--- src/rtl/gray_pkg.sv ---
// gray_pkg: shared width constants and generic Gray/binary conversion helpers
package gray_pkg;
    localparam int GRAY_DEFAULT_WIDTH = 8;
    localparam int GRAY_MAX_WIDTH = 64;

    function automatic logic [GRAY_MAX_WIDTH-1:0] gray2bin(input logic [GRAY_MAX_WIDTH-1:0] g, input int w);
        logic [GRAY_MAX_WIDTH-1:0] b;
        b = g;
        for (int i = GRAY_MAX_WIDTH - 2; i >= 0; i--)
            if (i < w - 1) b[i] = b[i+1] ^ g[i];
        return b;
    endfunction

    function automatic logic [GRAY_MAX_WIDTH-1:0] bin2gray(input logic [GRAY_MAX_WIDTH-1:0] b, input int w);
        logic [GRAY_MAX_WIDTH-1:0] g;
        g = b;
        for (int i = 0; i < GRAY_MAX_WIDTH - 1; i++)
            if (i < w - 1) g[i] = b[i+1] ^ b[i];
        return g;
    endfunction
endpackage

--- src/rtl/gray_pipe_stage.sv ---
// gray_pipe_stage: one valid/ready register slice that loads whenever its stage may advance
module gray_pipe_stage #(
    parameter int W = 8
) (
    input  logic         clk,
    input  logic         reset,
    input  logic [W-1:0] in_data,
    input  logic         in_valid,
    input  logic         adv,
    output logic [W-1:0] data,
    output logic         valid
);
    // Slice register; data is only replaced by a valid word so a bubble never clobbers it
    always_ff @(posedge clk or posedge reset) begin
        if (reset) begin
            data  <= '0;
            valid <= 1'b0;
        end else if (adv) begin
            valid <= in_valid;
            if (in_valid) data <= in_data;
        end
    end
endmodule

--- src/rtl/gray_decoder.sv ---
// gray_decoder: two-stage pipelined Gray-to-binary decoder; GRAY_STEP_CHECK_EN adds a step checker
module gray_decoder
    import gray_pkg::*;
#(
    parameter int WIDTH = GRAY_DEFAULT_WIDTH,
    parameter int SPLIT = WIDTH / 2
) (
    input  logic             clk,
    input  logic             reset,
    input  logic [WIDTH-1:0] in_gray,
    input  logic             in_valid,
    output logic             in_ready,
    output logic [WIDTH-1:0] out_bin,
    output logic             out_valid,
    input  logic             out_ready,
    output logic             step_err
);
    logic [WIDTH-1:0] s1_in, s1_data, s2_in;
    logic             s1_v, adv1, adv2;

    assign adv2     = !out_valid || out_ready;
    assign adv1     = !s1_v || adv2;
    assign in_ready = adv1;

    // Upper bits decode before stage 1; lower bits finish from b[SPLIT] before stage 2
    always_comb begin
        s1_in = in_gray;
        for (int i = WIDTH - 2; i >= SPLIT; i--) s1_in[i] = s1_in[i+1] ^ in_gray[i];
        s2_in = s1_data;
        for (int i = SPLIT - 1; i >= 0; i--) s2_in[i] = s2_in[i+1] ^ s1_data[i];
    end

    gray_pipe_stage #(.W(WIDTH)) u_s1 (
        .clk(clk), .reset(reset), .in_data(s1_in), .in_valid(in_valid),
        .adv(adv1), .data(s1_data), .valid(s1_v)
    );

    gray_pipe_stage #(.W(WIDTH)) u_s2 (
        .clk(clk), .reset(reset), .in_data(s2_in), .in_valid(s1_v),
        .adv(adv2), .data(out_bin), .valid(out_valid)
    );

`ifdef GRAY_STEP_CHECK_EN
    logic [WIDTH-1:0] prev, d;
    logic             have_prev, step_q;

    assign d        = out_bin - prev;
    assign step_err = step_q;

    // Compare each delivered word against the previous one; only 0 or +1 (with wrap) is legal
    always_ff @(posedge clk or posedge reset) begin
        if (reset) begin
            prev      <= '0;
            have_prev <= 1'b0;
            step_q    <= 1'b0;
        end else begin
            step_q <= out_valid && out_ready && have_prev && (d > WIDTH'(1));
            if (out_valid && out_ready) begin
                prev      <= out_bin;
                have_prev <= 1'b1;
            end
        end
    end
`else
    assign step_err = 1'b0;
`endif
endmodule
--- config.mk ---
export PLATFORM = sky130hd
export DESIGN_NAME = gray_decoder
export DESIGN_NICKNAME = d
export VERILOG_FILES = /design/src/rtl/gray_pkg.sv /design/src/rtl/gray_pipe_stage.sv /design/src/rtl/gray_decoder.sv
export SDC_FILE = /design/constraint.sdc
export NUM_CORES = 1
export LEC_CHECK = 0
export CAP_MARGIN = 20
export CORE_MARGIN = 4
export CORE_UTILIZATION = 48
export CTS_CLUSTER_DIAMETER = 60
export DETAILED_ROUTE_END_ITERATION = 6
export GPL_ROUTABILITY_DRIVEN = 0
export PLACE_DENSITY = 0.83
export REMOVE_ABC_BUFFERS = 1
export SETUP_SLACK_MARGIN = 0.3
export SLEW_MARGIN = 20
export SYNTH_ARGS = -nofsm -noshare
export SYNTH_HDL_FRONTEND = slang
export SYNTH_SLANG_ARGS = --single-unit
--- constraint.sdc ---
create_clock -name clk -period 2.7 [get_ports clk]
set_input_delay 0.54 -clock clk [delete_from_list [all_inputs] [get_ports clk]]
set_output_delay 0.54 -clock clk [all_outputs]
set_load 0.02 [all_outputs]
==> flow_summary.yaml <==
cts:
  max_h_tree_level: 1
  worst_skew_pair.late_latency_ns: 0.28
  postCtsSetupRepairBufs: 0
  cts.clk_slew.worst_paths_ns: 0.10
  cts_num_sinks: 18
  cts_buffer_depth: 2
  cts_tree: "yes"
  cts-hold-fix-buffers: 0
  cts_inserted_buffers: 3
  cts.repair.resized: 0
  clockRootBuffer: "sky130_fd_sc_hd__clkbuf_4"
logic_synthesis:
  synth-seq-cells: 18
  yosys-top-cells-area: "sky130_fd_sc_hd__dfrtp_1, sky130_fd_sc_hd__mux2_2, sky130_fd_sc_hd__xor2_1"
  ys.flop_type: "sky130_fd_sc_hd__dfrtp_1"
  netlist.area_leader.share_pct: 57.1
  number_of_library_cell_types_mapped_by_synthesis: 14
  synth-edff-count: 0
  post_synthesis_cell_type_with_the_largest_combined_area: "sky130_fd_sc_hd__dfrtp_1"
  async_flop_share_pct: 100
  avgSynthCellArea_sq_um: 15.5
  synthesis.instances: 51
  mappedNetlistArea_sq_um: 788
  synth_commonest_cells: "sky130_fd_sc_hd__dfrtp_1, sky130_fd_sc_hd__mux2_2, sky130_fd_sc_hd__nand2b_1, sky130_fd_sc_hd__xor2_1"
  library_cell_with_the_highest_instance_count_after_synthesis: "sky130_fd_sc_hd__dfrtp_1"
  part_of_the_yosys_area_used_for_sequential_elements_pct: 57.1
  synth-warning-count: 0
critical_path:
  crit_path_end_kind: "output port"
  critical_path_arrival_ns: 1.76
  setup.worst_path.start_class: "input pin"
  required_ns: 2.16
  timing_worst_setup_path_type: "input pin to output port"
  critical_path_peak_fanout: 3
timing:
  timing.max_slew.rel_slack_pct: 56.4
  timing.final.ws_setup_ns: 0.396
  setup_viol_count_final: 0
  report.final.hold_viol_count: 0
  worst_hold_slack_ns: 0.513
  layout_worst_path_cycle_share_pct: 85.3
  timing_worst_slew_pin_value_ns: 0.653
  clock_skew_ns: 0.00238
  period_needed_ns: 2.30
  maxClockFrequency_mhz: 434
  final_number_of_max_transition_violations: 0
  grt_setup_unrepaired: "no"
  finalSetupTns_ns: 0
floorplan:
  die_area_sq_mm: 0.00235
  placementRows: 14
  vertical_die_dimension_um: 48.5
  number_of_i_o_pins: 23
  initial_core_util_pct: 51.7
  core_region_area_sq_mm: 0.00152
  die_w_um: 48.5
finish:
  share_of_final_layout_standard_cells_stronger_than_drive_strength_1_pct: 26.7
  num_antenna_cells: 0
  areaGrowthSynthToFinish_pct: 32.9
  layout.cells.non_filler: 91
  layout.filler_cells: 112
  postLayoutCoreUtil_pct: 68.7
  nets: 88
  seq_area_sq_um: 450
  multi_input_comb_area_sq_um: 323
pwr:
  seqPwrFrac_pct: 42.9
  total_switching_power_uw: 268
  total_leakage_power_uw: 0.000471
  clockPowerShare_pct: 17.7
  powerDensity_mw_per_mm2: 864
  power_switching_share_pct: 29.6
  internal_power_uw: 637
  vdd_drop_max_mv: 0.493
  power.share.combinational_pct: 39.4
grt:
  globalRouteOverflowTotal: 0
  number_of_global_route_vias_before_repair: 507
  antenna_found_initial: 0
  grt_max_degree: 19
  grt_usage_pct: 12.4
  grt_pass1_wl_um: 2280
place:
  dp.cells: 87
  placement.io_buffers: 21
  hpwl_um: 964
  dp_slack_ns: 0.403
routing:
  drt-vias-per-instance: 5.05
  dr.pass1.iters: 2
  remaining_drc_errors: 0
  route.final.wire_length_um: 1260
  routed_length_per_placed_instance_um: 13.8
  first_iter_violations: 4
  dr_vias: 460
  drt.antenna.violating_nets: 0
flow_run:
  cap_viol_max_count: 0
run_status:
  run_status: "finished, final reports clean"
worst_hold_path:
  hp-class: "flop to flop"
==> cell type report <==
| type | instances | area share (%) |
|---|---|---|
| Timing Repair Buffer | 21 | 20.1 |
| Clock buffer | 4 | 3.46 |
| Sequential cell | 18 | 43.0 |
| Tap cell | 16 | 1.91 |
| Inverter | 2 | 0.717 |
| Multi-Input combinational cell | 30 | 30.8 |
==> power by group through the flow <==
stage	combinational (uW)	sequential [uW]	clock [uW]
floorplan	148	454	0
global placement	357	390	0
detailed placement	361	395	0
CTS	362	390	168
global route	384	401	183
finish	357	388	160
==> flip-flops by register name, summed over array words and instances (netlist names) <==
signal,cells
u_s1.valid,1
u_s2.valid,1
u_s2.data,8
u_s1.data,8
==> worst paths after layout <==
kind                              start            to  slack [ns]  cells past startpoint
hold reg to reg            u_s1.data[6]  u_s2.data[6]        0.51                      1
min in group asynchronous         reset    u_s2.valid        0.64                      2
setup reg to reg           u_s1.data[3]  u_s2.data[0]        1.27                      3
max in group asynchronous         reset  u_s1.data[2]        1.64                      2
setup / recovery              out_ready      in_ready        0.40                      3
hold / removal             u_s1.data[6]  u_s2.data[6]        0.51                      1
==> cells by family after synthesis <==
group | synth area share, %
buf+inv | 1.91
other cells | 0.476
simple gates | 4.29
xor+xnor | 13.5
mux | 22.7
flops | 57.1
==> metal layers <==
| layer | up-vias | part of all wire (%) | track usage (%) |
|---|---|---|---|
| met4 | 0 | 0.88 | 4.04 |
| met5 | - | 0 | 0 |
| met2 | 10 | 53 | 19.8 |
| li1 | 222 | - | - |
| met3 | 2 | 4.5 | 3.07 |
| met1 | 226 | 42 | 16.4 |
==> stage by stage <==
stage          cell area [sq um]  power, uW
3_5_place_dp                1010        756
3_3_place_gp                1010        746
6_report                    1050        905
2_1_floorplan                781        602
5_1_grt                     1050        967
4_1_cts                     1050        920
==> worst max-delay path: stages <==
cell and delay [ns]:
sky130_fd_sc_hd__clkdlybuf4s50_1 0.46, sky130_fd_sc_hd__nand3b_1 0.14, sky130_fd_sc_hd__clkdlybuf4s50_1 0.62
==> placed cells by master (no fill, tap or decap), drive strengths merged <==
| master | n |
|---|---|
| xnor3 | 1 |
| xnor2 | 1 |
| clkdlybuf4s50 | 21 |
| nand3b | 1 |
| inv | 2 |
| conb | 1 |
| xor2 | 3 |
| xor3 | 2 |
| nand2b | 3 |
| clkbuf | 4 |
| mux2i | 1 |
| mux2 | 15 |
| dfrtp | 18 |
| nand2 | 2 |
No activity file was read; power rests on OpenSTA's default activity.
